File: config.mk
export PLATFORM = sky130hd
export DESIGN_NAME = fifo_multicanal
export DESIGN_NICKNAME = d
export VERILOG_FILES = /design/src/rtl/fifo_multicanal.sv
export SDC_FILE = /design/constraint.sdc
export NUM_CORES = 1
export LEC_CHECK = 0
export BUFFER_PORTS_ARGS = -buffer_cell sky130_fd_sc_hd__buf_2
export CAP_MARGIN = 30
export CORE_AREA = 2 2 156 158
export CTS_BUF_LIST = sky130_fd_sc_hd__clkbuf_16
export CTS_CLUSTER_SIZE = 16
export DETAILED_ROUTE_END_ITERATION = 12
export DIE_AREA = 0 0 158 160
export PLACE_DENSITY = 0.74
export SYNTH_ARGS = -nofsm -noshare
export SYNTH_HDL_FRONTEND = slang
export SYNTH_SLANG_ARGS = --single-unit
File: constraint.sdc
create_clock -name clk -period 2.6 [get_ports clk]
set_clock_uncertainty 0.1 [all_clocks]
set_input_delay 0.39 -clock clk [delete_from_list [all_inputs] [get_ports clk]]
set_output_delay 0.39 -clock clk [all_outputs]
set_load 0.03 [all_outputs]
File: src/rtl/fifo_multicanal.sv
// rtl/fifo_multicanal.sv - bank of independent synchronous FIFOs with registered read data
//
// Parameters: WIDTH (data bits), DEPTH (words per channel, any value >= 2),
//             CHANNELS (independent FIFOs), AF_LEVEL (almost-full threshold),
//             CNT_W (occupancy width, derived from DEPTH; leave at default).
// Build option: FIFO_OVERWRITE_EN - when defined, a push into a full channel
//             without a simultaneous pop replaces the oldest word instead of
//             being dropped.
// Ports:
//   clk, rst_n      clock, asynchronous active-low reset
//   push_i, pop_i   per-channel write / read strobes
//   dato_i          packed write data, channel c at [c*WIDTH +: WIDTH]
//   clr_err_i       clears all sticky error flags (a same-cycle new error wins)
//   dato_o          packed registered read data, updated only on accepted pops
//   full_o, empty_o, almost_full_o, count_o   per-channel status from registered count
//   overflow_o, underflow_o                    per-channel sticky error flags
module fifo_multicanal #(
    parameter int WIDTH    = 16,
    parameter int DEPTH    = 8,
    parameter int CHANNELS = 2,
    parameter int AF_LEVEL = 6,
    parameter int CNT_W    = $clog2(DEPTH + 1)
) (
    input  logic                      clk,
    input  logic                      rst_n,
    input  logic [CHANNELS-1:0]       push_i,
    input  logic [CHANNELS-1:0]       pop_i,
    input  logic [CHANNELS*WIDTH-1:0] dato_i,
    input  logic                      clr_err_i,
    output logic [CHANNELS*WIDTH-1:0] dato_o,
    output logic [CHANNELS-1:0]       full_o,
    output logic [CHANNELS-1:0]       empty_o,
    output logic [CHANNELS-1:0]       almost_full_o,
    output logic [CHANNELS*CNT_W-1:0] count_o,
    output logic [CHANNELS-1:0]       overflow_o,
    output logic [CHANNELS-1:0]       underflow_o
);

    localparam int PTR_W = (DEPTH > 1) ? $clog2(DEPTH) : 1;

    for (genvar c = 0; c < CHANNELS; c++) begin : g_ch
        logic [WIDTH-1:0] mem [DEPTH];
        logic [PTR_W-1:0] wr_ptr;
        logic [PTR_W-1:0] rd_ptr;
        logic [CNT_W-1:0] cnt;
        logic [WIDTH-1:0] rd_q;
        logic             ov_q;
        logic             un_q;

        logic [WIDTH-1:0] din;
        logic             is_full;
        logic             is_empty;
        logic             push_ok;
        logic             pop_ok;
        logic             ov_hit;
        logic             un_hit;
        logic             wr_en;
        logic             adv_rd;

        assign din = dato_i[c*WIDTH +: WIDTH];

        always_comb begin
            is_full  = (cnt == CNT_W'(DEPTH));
            is_empty = (cnt == '0);
            pop_ok   = pop_i[c] & ~is_empty;
            // A pop on a full channel frees the slot the push lands in.
            push_ok  = push_i[c] & (~is_full | pop_i[c]);
            ov_hit   = push_i[c] & is_full & ~pop_i[c];
            un_hit   = pop_i[c] & is_empty;
`ifdef FIFO_OVERWRITE_EN
            // Overwrite: write over the oldest slot and step past it, so the
            // occupancy stays at DEPTH while the read pointer follows along.
            wr_en    = push_ok | ov_hit;
            adv_rd   = pop_ok | ov_hit;
`else
            wr_en    = push_ok;
            adv_rd   = pop_ok;
`endif
        end

        // Storage is deliberately left out of reset.
        always_ff @(posedge clk) begin
            if (wr_en) begin
                mem[wr_ptr] <= din;
            end
        end

        always_ff @(posedge clk or negedge rst_n) begin
            if (!rst_n) begin
                wr_ptr <= '0;
                rd_ptr <= '0;
                cnt    <= '0;
                rd_q   <= '0;
                ov_q   <= 1'b0;
                un_q   <= 1'b0;
            end else begin
                if (wr_en) begin
                    wr_ptr <= (wr_ptr == PTR_W'(DEPTH - 1)) ? '0 : wr_ptr + 1'b1;
                end
                if (adv_rd) begin
                    rd_ptr <= (rd_ptr == PTR_W'(DEPTH - 1)) ? '0 : rd_ptr + 1'b1;
                end
                if (pop_ok) begin
                    rd_q <= mem[rd_ptr];
                end
                if (push_ok && !pop_ok) begin
                    cnt <= cnt + 1'b1;
                end else if (pop_ok && !push_ok) begin
                    cnt <= cnt - 1'b1;
                end
                // Clear drops old history; an error in the same cycle still sets.
                ov_q <= clr_err_i ? ov_hit : (ov_q | ov_hit);
                un_q <= clr_err_i ? un_hit : (un_q | un_hit);
            end
        end

        assign dato_o[c*WIDTH +: WIDTH]  = rd_q;
        assign count_o[c*CNT_W +: CNT_W] = cnt;
        assign full_o[c]                 = (cnt == CNT_W'(DEPTH));
        assign empty_o[c]                = (cnt == '0);
        assign almost_full_o[c]          = (cnt >= CNT_W'(AF_LEVEL));
        assign overflow_o[c]             = ov_q;
        assign underflow_o[c]            = un_q;
    end

endmodule

Yosys cells after proc, flatten, opt, wreduce, memory -nomap -nowiden:

Memories as Yosys holds them, arrays and structs flattened. A register that Yosys moved wholly into a read port is not among the register bits.
Index checks and enable logic that the tools add are counted.

* output and inout bits: 50
* logic and storage cells: 80
* bits in writable memories: 256
* input bits: 39
* memories: 2
* register bits after elaboration: 24

* bitwise logic cells: 22
* equality and inequality tests: 6
* order comparisons: 2
* reductions and logical operators: 14
* muxes and demuxes: 16
* add/subtract/negate cells: 8

Memory list
* g_ch[0].mem: depth 8, width 16, read ports 1, clocked after memory_dff 1, write ports 1, RTL line 42 `logic [WIDTH-1:0] mem [DEPTH];`
* g_ch[1].mem: depth 8, width 16, read ports 1, clocked after memory_dff 1, write ports 1, RTL line 42

Operator list (number)
* $mux 4: 4
* $add 3x1->3 const B: 4
* $eq 3x3->1 const B: 4
* $mux 3: 4
* $and 1x1->1: 10
* $add 4x1->4 const B: 2
* $eq 4x4->1 const B: 2
* $ge 4x3->1 const B: 2
* $logic_not 4->1: 2
* $mux 1: 8
* $sub 4x1->4 const B: 2
* $logic_not 1->1: 6
* $not 1->1: 6
* $or 1x1->1: 6
* $logic_and 1x1->1: 4
* $reduce_bool 2->1: 2

Depth between registers and ports, before layout:

* word-level depth: 8
* mapped depth: 11
* gate-level depth less buffers: 10

Worst setup path after synthesis:

No wires, ideal clock.

* path type: register -> register
* from: register g_ch[0].cnt[0]
* to: memory g_ch[0].mem[0][0] (enable)
* stages on the path, launching flop included: 4
* arrival: 2513 ps
* library setup time: 430 ps
* path buffers: 0
* required time: 2070 ps
* slack: -443 ps
* period minus slack after synthesis: 3043 ps
* path through: dfrtp_1 -> or4b_4 -> o21ai_4 -> nor4_1

* cells in the longest elaborated chain, start to end: 6

RTL lines
* start: declaration: RTL line 45 `logic [CNT_W-1:0] cnt;`
* start signal: assignment: RTL line 107 `cnt <= cnt + 1'b1;`
* start signal: assignment: RTL line 109 `cnt <= cnt - 1'b1;`
* $eq 4x4->1: RTL line 63 `is_full = (cnt == CNT_W'(DEPTH));`
* $not 1->1: RTL line 67 `push_ok = push_i[c] & (~is_full | pop_i[c]);`
* $or 1x1->1: RTL line 67
* $and 1x1->1: RTL line 67
* $mux 1: RTL line 83 `if (wr_en) begin`
* $mux 1 (not written as such): RTL line 84 `mem[wr_ptr] <= din;`
* end: declaration: RTL line 42

No other way between the ends.

Worst setup path in the final report:

* from: register g_ch[0].cnt[0]
* to: register g_ch[0].cnt[3]

* cells in the longest elaborated chain, start to end: 7
* elaborated cells between the ends (all ways): 16
* those cells by class: 2 x add/sub; 1 x eq/ne; 2 x mux; 5 x bitwise; 6 x reduce/logical

RTL lines
* $eq 4x4->1 (*): RTL line 63
* $not 1->1 (*): RTL line 67
* $or 1x1->1 (*): RTL line 67
* $and 1x1->1 (*): RTL line 67
* net g_ch[0].push_ok: RTL line 53 `logic push_ok;`
* $logic_not 1->1: RTL line 108 `end else if (pop_ok && !push_ok) begin`
* $logic_and 1x1->1: RTL line 108
* $reduce_bool 2->1 (no source line)

The timed path passes the listed nets; every way through them passes the cells marked *. The select of a mux whose other input is x is not followed.
A chain may end at the register's enable or synchronous reset.

==> flow_summary.yaml <==
critical_path:
  critPathLaunch: "g_ch[0].cnt[0]"
  crit_path_end_kind: "register"
  arrival_ps: 2810
  r2r-start: "g_ch[0].cnt[0]"
  setup.worst_path.end: "g_ch[0].cnt[3]"
  worst-r2r-cell-count: 10
  worstPathRequired_ps: 2870
  crit_type: "reg -> reg"
  r2r_end: "g_ch[0].cnt[3]"
  crit_path_start_kind: "register"
  crit_fanout: 5
  ff2ff_setup_slack_ps: 60
timing:
  worst_slack_ps: 63.4
  period_share: 0.976
  slew_viol_final: 0
  hold_viol_final: 0
  setup-violations-final: 0
  tightest_slew_ps: 544
  finalCriticalPeriod_ps: 2540
  timing.fmax_ghz: 0.394
  setup_tns_ps: 0
  relSlewSlack: 0.638
power_and_ir_drop:
  p_int_mw: 11.6
  powerDensity_mw_per_mm2: 1190
  swShare: 0.335
  p_comb_frac: 0.337
  total_power_mw: 17.5
  p_leak_nw: 5.45
  ir_drop_v: 0.000839
  seq_power_share: 0.396
  clkPwrFrac: 0.266
  p_switching_mw: 5.86
yosys:
  synth_warnings: 0
  async_flop_share: 0.179
  seq_area_frac_synth: 0.728
  ys.flop_type: "edfxtp_1"
  netlist_area_mm2: 0.0125
  synth.distinct_cells: 34
  syn_nets: 801
  syn_avg_cell_area_um2: 16.7
  synth_edf_count: 256
  synth_cells: 746
  synth_seq_cells: 312
drt:
  drc: 0
  ant_nets: 0
  drt-total-wl_um: 24400
  vias: 6740
  drtIter0Drc: 349
  wl_per_cell_um: 20.0
  first_pass_iters: 4
  viasPerCell: 5.51
floorplanning:
  start_util: 0.524
  core-area_mm2: 0.0238
  die_h_um: 160
  die_w_um: 158
  io_pins: 89
  rows: 57
  die-area_mm2: 0.0253
layout:
  synthToLayoutAreaGrowth_pct: 17.9
  multi_input_area_mm2: 0.00324
  layout.nets: 926
  final_cell_mix: "256 x edfxtp_1, 88 x buf_2, 69 x mux2_2, 66 x mux2i_1, 53 x nand2_1"
  final_common_cell: "edfxtp_1"
  drive_above_1_share: 0.323
  fin_area_mm2: 0.0147
  fillers: 1738
  regArea_mm2: 0.00910
cts:
  insertion_delay_ps: 510
  clock_path_buffers: 3
  cts_buffers: 34
  cts_sinks: 312
  htree_num_levels: 2
  cts_tree: "done"
  clk_pin_slew_ps: 60
  cts_root_buf: "clkbuf_16"
global_route:
  grt_first_pass_wirelength_um: 38000
  antenna_found_initial: 2
  grt_pass1_vias: 6918
  grt_max_degree: 68
  grt_usage: 0.197
  gr-total-overflow: 0
placed_design:
  dp_hpwl_um: 14100
  gp_congestion: 0.775
  port_buffers: 88
  postPlaceCellArea_mm2: 0.0135
  place_ws_ps: 58.2
job:
  maxCapViolCount: 0
run_status:
  status: "finished, final reports clean"
min_path:
  hold_class: "in -> reg"
stage by stage:
step,hold WS [ps],util,instances
after floorplan,-5.59,-,746
final,46.2,0.618,1223
after detailed placement,258,0.568,1155
after global routing,39.0,0.618,1222
after CTS,20.3,0.615,1219
after global placement,259,0.568,1155
what timing repair did:
item,in CTS,in global routing
buffers inserted,0,2
hold buffers,2,0
endpoints found under the hold margin,16,0
endpoints found under the setup margin,0,2
gates resized for setup,0,7
Yosys cell counts (4+ instances only):
| master | instances | area, um2 |
|---|---|---|
| ha_1 | 14 | 175 |
| mux2i_1 | 66 | 661 |
| o21ai_1 | 35 | 175 |
| clkbuf_1 | 11 | 41.3 |
| o21ai_0 | 6 | 30.0 |
| buf_4 | 12 | 90.1 |
| a221o_1 | 32 | 320 |
| dfrtp_1 | 56 | 1400 |
| nor3_1 | 18 | 90.1 |
| mux2_2 | 69 | 777 |
| xnor2_1 | 4 | 35.0 |
| nor2_1 | 8 | 30.0 |
| inv_1 | 10 | 37.5 |
| a21o_1 | 8 | 60.1 |
| o22ai_1 | 32 | 200 |
| buf_2 | 11 | 55.1 |
| nand2b_1 | 11 | 68.8 |
| edfxtp_1 | 256 | 7690 |
| nand2_1 | 53 | 199 |
| buf_8 | 6 | 90.1 |
cell families (layout without fill, tap and decap cells):
kind of cell             count (synthesis)  count (layout)  share of synthesized area
multiplexers                           135             135                      0.115
AND/OR/NAND/NOR                        100             100                     0.0383
XOR/XNOR                                 4               4                    0.00281
other                                    0               2                          0
buffers and inverters                   56             207                     0.0284
adder cells (fa/ha/maj)                 16              16                     0.0172
flip-flops                             312             312                      0.728
AO/OA/AOI/OAI                          123             123                     0.0703
final cells by class:
| cell class | instances | share of cell area |
|---|---|---|
| antenna | 2 | 0.000340 |
| timing repair buffer | 133 | 0.0557 |
| sequential | 312 | 0.618 |
| clock inverter | 28 | 0.0171 |
| clock buffer | 34 | 0.0578 |
| tap | 324 | 0.0275 |
| inverter | 12 | 0.00357 |
| multi-input combinational | 378 | 0.220 |
critical path, cell delays in order, from the launching register on:
cell,delay [ps]
dfrtp_2,400
or4b_4,560
o21ai_4,150
inv_2,80
ha_4,190
inv_6,70
ha_4,190
a21o_4,220
a21oi_4,140
mux2i_1,210
o31ai_1,100
power by group through the flow:
stage,Combinational [mW],Clock (mW),Sequential [mW]
after floorplan,3.60,0,7.60
after global placement,5.70,0,6.99
after detailed placement,5.82,0,7.04
after CTS,5.84,4.77,6.95
after global routing,6.39,4.96,7.04
final,5.90,4.66,6.94
sequential cells by signal, indices dropped and copies added, names as in the netlist:
register / cells
g_ch.ov_q: 2
g_ch.mem: 256
g_ch.rd_ptr: 6
g_ch.cnt: 8
g_ch.wr_ptr: 6
g_ch.rd_q: 32
g_ch.un_q: 2
metal layers:
metal	GRT usage	share of wire	vias up
met3	0.0385	0.047	46
met1	0.252	0.42	3378
met5	0	0	-
met4	0.0610	0.025	0
met2	0.341	0.51	165
li1	-	-	3151
worst min path at each step:
stage                   start                 to  slack [ps]  cells past startpoint
floorplan               rst_n     g_ch[0].cnt[0]          -6                      0
global placement        rst_n     g_ch[0].cnt[2]         260                      1
detailed placement      rst_n     g_ch[0].cnt[2]         260                      1
CTS                 dato_i[1]  g_ch[0].mem[6][1]          20                      1
global route        dato_i[5]  g_ch[0].mem[5][5]          40                      1
finish              dato_i[5]  g_ch[0].mem[3][5]          50                      1
Power figures use the tool's default switching activity.
